==> src/rtl/uart_cmd_responder.sv <==
// uart_cmd_responder: parses host command frames (write 0xAA,addr,data /
// read 0xBB,addr) from the UART receiver, accesses a small register file and
// returns read data to the UART transmitter. REG2 carries the link config.
// Optional feature macro: UART_CMD_WR_ACK_EN (write completes with a 0xAC ack).
module uart_cmd_responder #(
    parameter int unsigned DATA_WIDTH     = 8,
    parameter int unsigned ADDR_WIDTH     = 4,
    parameter int unsigned TIMEOUT_CYCLES = 4096
) (
    input  logic                  CLK,
    input  logic                  RST,
    input  logic [DATA_WIDTH-1:0] RX_P_DATA,
    input  logic                  RX_D_VLD,
    input  logic                  TX_BUSY,
    output logic [DATA_WIDTH-1:0] TX_P_DATA,
    output logic                  TX_D_VLD,
    output logic                  CFG_PAR_EN,
    output logic                  CFG_PAR_TYP,
    output logic [5:0]            CFG_PRESCALE
);

    localparam int unsigned DEPTH    = 2 ** ADDR_WIDTH;
    localparam int unsigned CNT_W    = (TIMEOUT_CYCLES > 2) ? $clog2(TIMEOUT_CYCLES) : 1;
    localparam logic [CNT_W-1:0] CNT_LAST = CNT_W'(TIMEOUT_CYCLES - 1);
    localparam logic [DATA_WIDTH-1:0] CMD_WR  = DATA_WIDTH'(8'hAA);
    localparam logic [DATA_WIDTH-1:0] CMD_RD  = DATA_WIDTH'(8'hBB);
    localparam logic [DATA_WIDTH-1:0] REG2_RV = DATA_WIDTH'(8'h81);
`ifdef UART_CMD_WR_ACK_EN
    localparam logic [DATA_WIDTH-1:0] WR_ACK  = DATA_WIDTH'(8'hAC);
`endif

    typedef enum logic [2:0] {
        ST_IDLE    = 3'd0,
        ST_WR_ADDR = 3'd1,
        ST_WR_DATA = 3'd2,
        ST_RD_ADDR = 3'd3,
        ST_RESP    = 3'd4
    } state_t;

    state_t                  state_q, state_d;
    logic [ADDR_WIDTH-1:0]   addr_q, addr_d;
    logic [CNT_W-1:0]        cnt_q, cnt_d;
    logic [DATA_WIDTH-1:0]   tx_data_q, tx_data_d;
    logic                    tx_vld_q, tx_vld_d;
    logic                    wr_en_c;
    logic                    timeout_c;
    logic [ADDR_WIDTH-1:0]   rx_addr_c;
    logic [DATA_WIDTH-1:0]   regs_q [DEPTH];

    assign rx_addr_c = RX_P_DATA[ADDR_WIDTH-1:0];
    // Expiry only counts when no byte arrives this cycle: a byte always wins.
    assign timeout_c = (cnt_q == CNT_LAST) && !RX_D_VLD;

    // Next-state, timeout counter and response-register logic.
    always_comb begin
        state_d   = state_q;
        addr_d    = addr_q;
        cnt_d     = '0;
        tx_data_d = tx_data_q;
        tx_vld_d  = 1'b0;
        wr_en_c   = 1'b0;
        unique case (state_q)
            ST_IDLE: begin
                if (RX_D_VLD) begin
                    if (RX_P_DATA == CMD_WR)      state_d = ST_WR_ADDR;
                    else if (RX_P_DATA == CMD_RD) state_d = ST_RD_ADDR;
                end
            end
            ST_WR_ADDR: begin
                if (RX_D_VLD) begin
                    addr_d  = rx_addr_c;
                    state_d = ST_WR_DATA;
                end else if (timeout_c) begin
                    state_d = ST_IDLE;
                end else begin
                    cnt_d = cnt_q + 1'b1;
                end
            end
            ST_WR_DATA: begin
                if (RX_D_VLD) begin
                    wr_en_c = 1'b1;
`ifdef UART_CMD_WR_ACK_EN
                    tx_data_d = WR_ACK;
                    state_d   = ST_RESP;
`else
                    state_d   = ST_IDLE;
`endif
                end else if (timeout_c) begin
                    state_d = ST_IDLE;
                end else begin
                    cnt_d = cnt_q + 1'b1;
                end
            end
            ST_RD_ADDR: begin
                if (RX_D_VLD) begin
                    tx_data_d = regs_q[rx_addr_c];
                    state_d   = ST_RESP;
                end else if (timeout_c) begin
                    state_d = ST_IDLE;
                end else begin
                    cnt_d = cnt_q + 1'b1;
                end
            end
            ST_RESP: begin
                // Received bytes are dropped while a response is pending.
                if (!TX_BUSY) begin
                    tx_vld_d = 1'b1;
                    state_d  = ST_IDLE;
                end
            end
            default: state_d = ST_IDLE;
        endcase
    end

    // FSM, address latch, counter and TX output registers.
    always_ff @(posedge CLK or posedge RST) begin
        if (RST) begin
            state_q   <= ST_IDLE;
            addr_q    <= '0;
            cnt_q     <= '0;
            tx_data_q <= '0;
            tx_vld_q  <= 1'b0;
        end else begin
            state_q   <= state_d;
            addr_q    <= addr_d;
            cnt_q     <= cnt_d;
            tx_data_q <= tx_data_d;
            tx_vld_q  <= tx_vld_d;
        end
    end

    // Register file; REG2 resets to the default link configuration.
    always_ff @(posedge CLK or posedge RST) begin
        if (RST) begin
            for (int i = 0; i < int'(DEPTH); i++) begin
                regs_q[i] <= (i == 2) ? REG2_RV : '0;
            end
        end else if (wr_en_c) begin
            regs_q[addr_q] <= RX_P_DATA;
        end
    end

    assign TX_P_DATA    = tx_data_q;
    assign TX_D_VLD     = tx_vld_q;
    assign CFG_PAR_EN   = regs_q[2][0];
    assign CFG_PAR_TYP  = regs_q[2][1];
    assign CFG_PRESCALE = regs_q[2][7:2];

endmodule
==> config.mk <==
export PLATFORM = sky130hd
export DESIGN_NAME = uart_cmd_responder
export DESIGN_NICKNAME = d
export VERILOG_FILES = /design/src/rtl/uart_cmd_responder.sv
export SDC_FILE = /design/constraint.sdc
export NUM_CORES = 1
export LEC_CHECK = 0
export ABC_AREA = 1
export CAP_MARGIN = 20
export CORE_AREA = 2 2 119 150
export DETAILED_ROUTE_END_ITERATION = 8
export DIE_AREA = 0 0 121 152
export GPL_ROUTABILITY_DRIVEN = 0
export GPL_TIMING_DRIVEN = 0
export PLACE_DENSITY = 0.63
export SYNTH_ARGS = -nofsm -noshare
export SYNTH_HDL_FRONTEND = slang
export SYNTH_SLANG_ARGS = --single-unit
export TNS_END_PERCENT = 10
==> constraint.sdc <==
create_clock -name CLK -period 5.39 [get_ports CLK]
set_input_delay 1.078 -clock CLK [delete_from_list [all_inputs] [get_ports CLK]]
set_output_delay 1.078 -clock CLK [all_outputs]
set_load 0.02 [all_outputs]
==> impl_metrics.tcl, run 1 <==
set metrics [dict create \
    hp-class "reg2reg" \
    postSynthAreaPerCell_um2 7.60 \
    finalCritPeriodShare_pct 50.8 \
    grt_use_total_pct 23.8 \
    finClkSkew_ns 0.0121 \
    drtIter0Drc 545 \
    synthSimpleGateAreaFrac_pct 28.2 \
    cts-buffers-inserted 17 \
    dp_cells 1238 \
    setup_slack_ns 2.65 \
    ant_nets 0 \
    syn-num-nets 1000 \
    rows 54 \
    cp-start-kind "flip-flop" \
    area_growth_pct 16.2 \
    place_ws_ns 1.86 \
    netlist_top_cells_area "dfrtp_1, nand2_1, o21ai_0, inv_1, nor2_1" \
    cts_sinks 156 \
    yosysTopAreaCell "dfrtp_1" \
    setup_viol 0 \
    drt-total-wl_um 20500 \
    fill_cells 1698 \
    critical_path.top_delay_family "buffers and inverters" \
    synth_top_family_by_area "simple AND/OR/NAND/NOR gates" \
    drv_slew 0 \
    synth_cell_types 25 \
    leakagePower_nw 4.22 \
    synth.mux.area_fraction_pct 0 \
    layout_commonest_cell "nand2_1" \
    cp-end-kind "primary output" \
    period_minus_slack_ns 2.74 \
    wl_per_cell_um 16.1 \
    crit_chain "buf_4, clkdlybuf4s50_1" \
    drc_errors 0 \
    fin_cells 1271 \
    clockBufferDepth 2 \
    cts.clk_slew.worst_paths_ns 0.07 \
    critPathBufInv 2 \
    criticalPathCategory "reg2out" \
    power_density_nw_per_um2 481 \
    slowest_delay_ns 0.59 \
    io_buffers 26 \
    clkLatencyLatePin_ns 0.44 \
    boundaryPins 29 \
    grt_pass1_vias 6207 \
    yosysTopAreaCellShare_pct 51.4 \
    cts_tree "yes" \
    synth_compound_area_share_pct 9.96 \
    cp_slowest_cell "clkdlybuf4s50_1" \
    viasPerCell 5.10 \
    peakVddDrop_mv 0.243 \
    die_w_um 121 \
    synth-xor-area-share_pct 0.467 \
    cts_resized 0 \
    seq_area_frac_synth_pct 52.1 \
    cts-hold-fix-buffers 0 \
    fmax_ghz 0.365 \
    die_area_um2 18400 \
    fin_nets 1047 \
    firstDrtPassIters 5 \
    die_h_um 152 \
    cts_root_buf "clkbuf_16" \
    syn_inst 987 \
    core_um2 17100 \
    num_vias 6480 \
    arrival_ns 1.66 \
    post_cts_buffers 0 \
    worst_pin_slew_ns 0.807 \
    outcome "complete, no violations" \
    start_util_pct 43.9 \
    num_antenna_cells 0 \
    drv_cap 0 \
    grt_pass1_wl_um 33200 \
    path_max_fanout 3 \
    drive_gt1_share_pct 8.02 \
    overflow 0 \
    yosys_register_bits 156 \
    critPathRequiredTime_ns 4.31 \
    fin_tns_setup_ns 0 \
    netlist_area_um2 7500 \
    grt_max_degree 91 \
    finalHoldViolations 0 \
    dp_hpwl_um 14400 \
    synthAdderAreaFrac_pct 0.167 \
    grt_setup_unrepaired "no" \
    maxSlewHeadroom_pct 46.2 \
    antenna_found_initial 0 \
    h-tree-depth 4 \
    mostFrequentLayoutCells "nand2_1, dfrtp_1, o21ai_0" \
    ff2ff_setup_slack_ns 3.38 \
    yosys_warnings 0 \
]
==> area by class of cell <==
type	instances	area, um2	share of cell area, %
Buffer	56	325	3.73
Clock buffer	20	447	5.13
Clock inverter	12	186	2.14
Inverter	95	362	4.15
Multi-Input combinational cell	680	2910	33.4
Sequential cell	156	3910	44.8
Tap cell	224	280	3.22
Timing Repair Buffer	28	295	3.39
==> synthesized netlist by cell type, drive strengths merged <==
library cell,instances
nand4,9
clkbuf,20
nor2,80
ha,1
dfrtp,154
inv,95
a21oi,3
or2,8
o21ai,142
nand2,363
a31oi,1
xor2,3
xnor2,1
o21bai,2
nor3,8
dfstp,2
buf,36
nand3,59
==> metal layers <==
| metal | track usage, % | vias up | share of wire [%] |
|---|---|---|---|
| li1 | - | 3179 | - |
| met3 | 4.80 | 58 | 5.8 |
| met4 | 11.7 | 0 | 4.4 |
| met2 | 38.7 | 210 | 48 |
| met5 | 0 | - | 0 |
| met1 | 30.0 | 3033 | 42 |
==> flip-flops by register name, summed over array words and instances, names as in the netlist <==
register,count
cnt_q,12
state_q,3
TX_P_DATA,8
CFG_PAR_TYP,1
regs_q,120
CFG_PRESCALE,6
TX_D_VLD,1
CFG_PAR_EN,1
addr_q,4
==> report_power, final <==
group / total (mW) / internal [mW] / switching [mW]
registers: 1.82 / 1.59 / 0.233
clock network: 1.29 / 0.793 / 0.501
logic: 1.08 / 0.443 / 0.634
total: 4.19 / 2.82 / 1.37
==> per-stage QoR <==
stage	power (mW)	hold slack [ns]	cell area (um2)	utilization, %
final	4.19	0.461	8710	51.0
after global routing	4.50	0.501	8710	51.0
after CTS	4.20	0.465	8710	50.9
after detailed placement	2.91	0.456	8070	47.2
after global placement	2.87	0.447	8040	47.0
after floorplan	2.57	0.433	7500	-
==> cell families after synthesis <==
group	count (synthesis)
and+or+nand+nor	527
DFF	156
adders and majority gates	1
AOI/OAI and AO/OA	148
buffers and inverters	151
xor gates and xnor gates	4
==> final timing paths <==
kind | start | to | cells after the start
max | CFG_PRESCALE[5] | CFG_PRESCALE[5] | 2
min | cnt_q[0] | cnt_q[0] | 1
max reg2reg | state_q[2] | regs_q[79] | 8
min reg2reg | cnt_q[0] | cnt_q[0] | 1
max in group asynchronous | RST | regs_q[48] | 3
min in group asynchronous | RST | regs_q[123] | 2
No activity file was read; power rests on OpenSTA's default activity.
==> run 2, diff against run 1 <==
Settings changed: PLACE_DENSITY 0.63 to 0.61.
Clock period 5.39 ns to 2.7 ns, I/O delays scaled along.
==> run 2 against run 1 <==
Combinational power grew 100%. Power grew 98%. Core utilization grew 0.15 points. Setup slack lost 2.5 ns. Design area grew 0.30%. Routed wire length grew 1.2%. Largest cell class unchanged. Largest power group unchanged. Highest routed layer unchanged.
==> impl_metrics.tcl, run 2 (same netlist as run 1, synthesis figures left out) <==
set metrics [dict create \
    rows 54 \
    peakVddDrop_mv 0.454 \
    area_growth_pct 16.5 \
    boundaryPins 29 \
    setup_slack_ns 0.142 \
    outcome "complete, no violations" \
    power_density_nw_per_um2 948 \
    antenna_found_initial 0 \
    finalCritPeriodShare_pct 94.8 \
    grt_setup_unrepaired "no" \
    largest_register "regs_q" \
    drv_slew 0 \
    die_area_um2 18400 \
    drc_errors 0 \
    crit_path_frequent_cell "nor2_1" \
    cts-buffers-inserted 17 \
    die_h_um 152 \
    firstDrtPassIters 5 \
    drive_gt1_share_pct 8.39 \
    finClkSkew_ns 0.00933 \
    critPathLaunch "RX_D_VLD" \
    fmax_ghz 0.391 \
    critPathRequiredTime_ns 3.01 \
    period_minus_slack_ns 2.56 \
    h-tree-depth 4 \
    cts_sinks 156 \
    largest_reg_flops 120 \
    cts.clk_slew.worst_paths_ns 0.06 \
    drv_cap 0 \
    crit_chain "clkdlybuf4s50_1, inv_1, nor3_1, buf_2, nand3_1, nor2_1, nor2_1" \
    slowest_delay_ns 0.86 \
    mostFrequentLayoutCells "nand2_1, dfrtp_1, o21ai_0" \
    die_w_um 121 \
    cts_root_buf "clkbuf_16" \
    post_cts_buffers 0 \
    ant_nets 0 \
    maxSlewHeadroom_pct 27.4 \
    cp-end-kind "flip-flop" \
    grt_pass1_vias 6252 \
    core_um2 17100 \
    cts_resized 0 \
    arrival_ns 2.87 \
    num_antenna_cells 0 \
    min_from "cnt_q[0]" \
    path_max_fanout 10 \
    worstReg2RegStart "state_q[2]" \
    grt_use_total_pct 24.2 \
    drtIter0Drc 526 \
    dp_hpwl_um 14800 \
    leakagePower_nw 4.24 \
    start_util_pct 43.9 \
    grt_pass1_wl_um 33800 \
    place_ws_ns -0.348 \
    io_buffers 26 \
    utilization_pct 51.1 \
    hp-class "reg2reg" \
    criticalPathCategory "in2reg" \
    num_vias 6434 \
    viasPerCell 5.05 \
    cp_slowest_cell "nor3_1" \
    fin_nets 1049 \
    cts-hold-fix-buffers 0 \
    clkLatencyLatePin_ns 0.43 \
    cts_tree "yes" \
    worst_pin_slew_ns 1.08 \
    drt-total-wl_um 20800 \
    fill_cells 1743 \
    overflow 0 \
    setup_viol 0 \
    finalHoldViolations 0 \
    layout_commonest_cell "nand2_1" \
    grt_max_degree 43 \
    wl_per_cell_um 16.3 \
    clockBufferDepth 2 \
    cp-start-kind "input pin" \
]
==> run 2: cell count changes in the layout (fill, tap and decap cells not counted), sizes merged <==
| cell | before | now |
|---|---|---|
| buf | 37 | 40 |
| bufinv | 4 | 3 |
| clkbuf | 41 | 39 |
| clkinv | 2 | 8 |
| clkinvlp | 3 | 1 |
| inv | 98 | 96 |
==> run 2: layout make-up <==
class                      instances  area [um2]  share of cell area, %
buffer                            56         325                   3.72
clock buffer                      19         453                   5.18
clock inverter                    13         163                   1.86
inverter                          95         360                   4.12
multi-input combinational        680        2910                   33.3
sequential                       156        3910                   44.7
tap                              224         280                   3.21
timing repair buffer              30         340                   3.89
==> run 2: worst paths after layout <==
| kind | endpoint | slack (ns) | cells past startpoint |
|---|---|---|---|
| worst max-delay path | TX_P_DATA[3] | 0.14 | 7 |
| worst min-delay path | cnt_q[0] | 0.46 | 1 |
| worst max register to register | TX_P_DATA[3] | 0.36 | 7 |
| worst min register to register | cnt_q[0] | 0.46 | 1 |
| max in group asynchronous | regs_q[54] | 1.34 | 4 |
| min in group asynchronous | regs_q[122] | 0.52 | 2 |
==> run 2: critical path: cells and delay by family <==
family        cells  cell delay [ns]
buf+inv           3             1.09
simple gates      4             1.24
==> run 2: where the power goes <==
part           total (mW)  internal [mW]  switching [mW]
logic                2.16          0.888            1.27
registers            3.65           3.17           0.475
clock network        2.49           1.51           0.979
==> run 2: per-stage QoR <==
| stage | total power, mW | TNS [ns] | hold slack (ns) | std cells | cell area (um2) |
|---|---|---|---|---|---|
| 2_1_floorplan | 5.12 | 0 | 0.433 | 987 | 7500 |
| 3_3_place_gp | 5.75 | -189.24 | 0.448 | 1237 | 8040 |
| 3_5_place_dp | 5.82 | -2.63 | 0.458 | 1241 | 8120 |
| 4_1_cts | 8.33 | 0 | 0.466 | 1273 | 8740 |
| 5_1_grt | 8.87 | 0 | 0.473 | 1273 | 8740 |
| 6_report | 8.29 | 0 | 0.465 | 1273 | 8740 |
==> run 2: metal layers <==
metal / global-route usage, % / wire, um / up-vias
li1: - / - / 3184
met1: 30.9 / 9040 / 3043
met2: 38.6 / 9900 / 157
met3: 4.88 / 902 / 50
met4: 12.3 / 936 / 0
met5: 0 / 0 / -
==> run 3, diff against run 2 <==
--- a/config.mk
+++ b/config.mk
@@ -9,8 +9,10 @@
 export CAP_MARGIN = 20
-export CORE_AREA = 2 2 119 150
+export CELL_PAD_IN_SITES_DETAIL_PLACEMENT = 2
+export CELL_PAD_IN_SITES_GLOBAL_PLACEMENT = 2
+export CORE_AREA = 2 2 133 167
 export DETAILED_ROUTE_END_ITERATION = 8
-export DIE_AREA = 0 0 121 152
+export DIE_AREA = 0 0 135 169
 export GPL_ROUTABILITY_DRIVEN = 0
 export GPL_TIMING_DRIVEN = 0
-export PLACE_DENSITY = 0.61
+export PLACE_DENSITY = 0.78
 export SYNTH_ARGS = -nofsm -noshare
--- a/constraint.sdc
+++ b/constraint.sdc
@@ -3,2 +3,2 @@
 set_output_delay 0.54 -clock CLK [all_outputs]
-set_load 0.02 [all_outputs]
+set_load 0.05 [all_outputs]
==> run 3 against run 2 <==
Sequential cell count unchanged. Combinational power grew 17%. Global-route usage is 0.75 points higher. Power increased by 5.3%. Routed wire length grew 29%. Via count grew 4.5%. Critical path type is now reg2out. Largest power group unchanged. Highest routed layer unchanged.
==> impl_metrics.tcl, run 3 (same netlist as run 1, synthesis figures left out) <==
set metrics [dict create \
    outcome "complete, no violations" \
    core_um2 21300 \
    final_area_um2 8820 \
    cp-start-kind "flip-flop" \
    maxSlewHeadroom_pct 42.9 \
    hp-class "reg2reg" \
    setup_viol 0 \
    num_vias 6726 \
    swShare_pct 36.7 \
    cts_sinks 156 \
    utilization_pct 41.4 \
    combPwrFrac_pct 28.9 \
    cp-end-kind "primary output" \
    cts-hold-fix-buffers 0 \
    clkLatencyLatePin_ns 0.44 \
    grt_max_degree 41 \
    die_h_um 169 \
    drive_gt1_share_pct 8.57 \
    critPathRequiredTime_ns 2.16 \
    cts-buffers-inserted 17 \
    cts_resized 0 \
    boundaryPins 29 \
    grt_pass1_wl_um 42500 \
    arrival_ns 1.88 \
    antenna_found_initial 0 \
    firstDrtPassIters 4 \
    power_density_nw_per_um2 990 \
    post_cts_buffers 0 \
    cts_tree "yes" \
    layout_commonest_cell "nand2_1" \
    largest_reg_flops 120 \
    worst_pin_slew_ns 0.856 \
    dp_hpwl_um 18700 \
    die_area_um2 22800 \
    fin_nets 1050 \
    die_w_um 135 \
    num_antenna_cells 0 \
    cts_root_buf "clkbuf_16" \
    viasPerCell 5.06 \
    place_area_um2 8210 \
    drt-total-wl_um 26800 \
    dp_cells 1297 \
    path_max_fanout 3 \
    io_buffers 26 \
    clkPwrFrac_pct 29.0 \
    wl_per_cell_um 20.1 \
    power_switching_mw 3.21 \
    ant_nets 0 \
    seq_power_share_pct 42.1 \
    cts.clk_slew.worst_paths_ns 0.07 \
    drv_cap 0 \
    fmax_ghz 0.413 \
    peakVddDrop_mv 0.459 \
    drv_slew 0 \
    leakagePower_nw 4.24 \
    grt_use_total_pct 24.9 \
    mostFrequentLayoutCells "nand2_1, dfrtp_1, o21ai_0" \
    largest_register "regs_q" \
    rows 60 \
    finalHoldViolations 0 \
    grt_pass1_vias 7391 \
    power.internal_mw 5.52 \
    period_minus_slack_ns 2.42 \
    h-tree-depth 4 \
    drc_errors 0 \
    start_util_pct 35.2 \
    fin_tns_setup_ns 0 \
    criticalPathCategory "reg2out" \
    clockBufferDepth 2 \
    area_growth_pct 17.7 \
    drtIter0Drc 321 \
    finalCritPeriodShare_pct 89.7 \
    grt_setup_unrepaired "no" \
    finClkSkew_ns 0.0132 \
    fin_cells 1329 \
    overflow 0 \
    fill_cells 2510 \
]
[run 3: changes by cell type in the layout (fill, tap and decap cells not counted), sizes merged]
| cell | before | now |
|---|---|---|
| buf | 40 | 41 |
| clkinv | 8 | 2 |
| clkbuf | 39 | 40 |
| inv | 96 | 99 |
| bufinv | 3 | 2 |
| clkinvlp | 1 | 4 |
[run 3: area by class of cell]
type                       count  area (um2)  share of cell area (%)
inverter                      95         360                    4.08
clock inverter                12         151                    1.72
buffer                        56         325                    3.69
sequential                   156        3910                    44.3
timing repair buffer          31         348                    3.94
clock buffer                  20         467                    5.29
multi-input combinational    680        2920                    33.1
tap                          279         349                    3.96
[run 3: final timing paths]
check | from | end | slack, ns | cells past startpoint
worst min-delay path | cnt_q[0] | cnt_q[0] | 0.46 | 1
worst min register to register | cnt_q[0] | cnt_q[0] | 0.46 | 1
min in group asynchronous | RST | regs_q[123] | 0.49 | 2
worst max-delay path | CFG_PRESCALE[5] | CFG_PRESCALE[5] | 0.28 | 2
worst max register to register | state_q[2] | regs_q[1] | 0.54 | 8
max in group asynchronous | RST | regs_q[38] | 1.13 | 5
[run 3: stage by stage]
step	power, mW	hold slack (ns)	setup slack [ns]
final	8.73	0.457	0.278
after global routing	9.33	0.491	0.146
after CTS	8.82	0.465	0.268
after detailed placement	6.21	0.455	-0.0853
after global placement	6.03	0.446	-1.35
after floorplan	5.34	0.433	0.189
[run 3: power by group through the flow]
stage / clock [mW] / combinational, mW / sequential, mW
3_3_place_gp: 0 / 2.38 / 3.65
4_1_cts: 2.58 / 2.56 / 3.67
5_1_grt: 2.66 / 2.89 / 3.78
2_1_floorplan: 0 / 1.53 / 3.81
3_5_place_dp: 0 / 2.51 / 3.70
6_report: 2.53 / 2.52 / 3.68
[run 3: critical path, stage by stage (launching register included)]
cell and delay [ns]:
dfstp_2 0.56, buf_4 0.11, clkdlybuf4s50_1 0.78
[run 3: routing by layer]
layer / vias up / wire, um / track usage (%)
met2: 86 / 13900 / 44.8
met3: 38 / 674 / 3.26
met5: - / 0 / 0
li1: 3186 / - / -
met1: 3416 / 11500 / 30.9
met4: 0 / 669 / 7.74
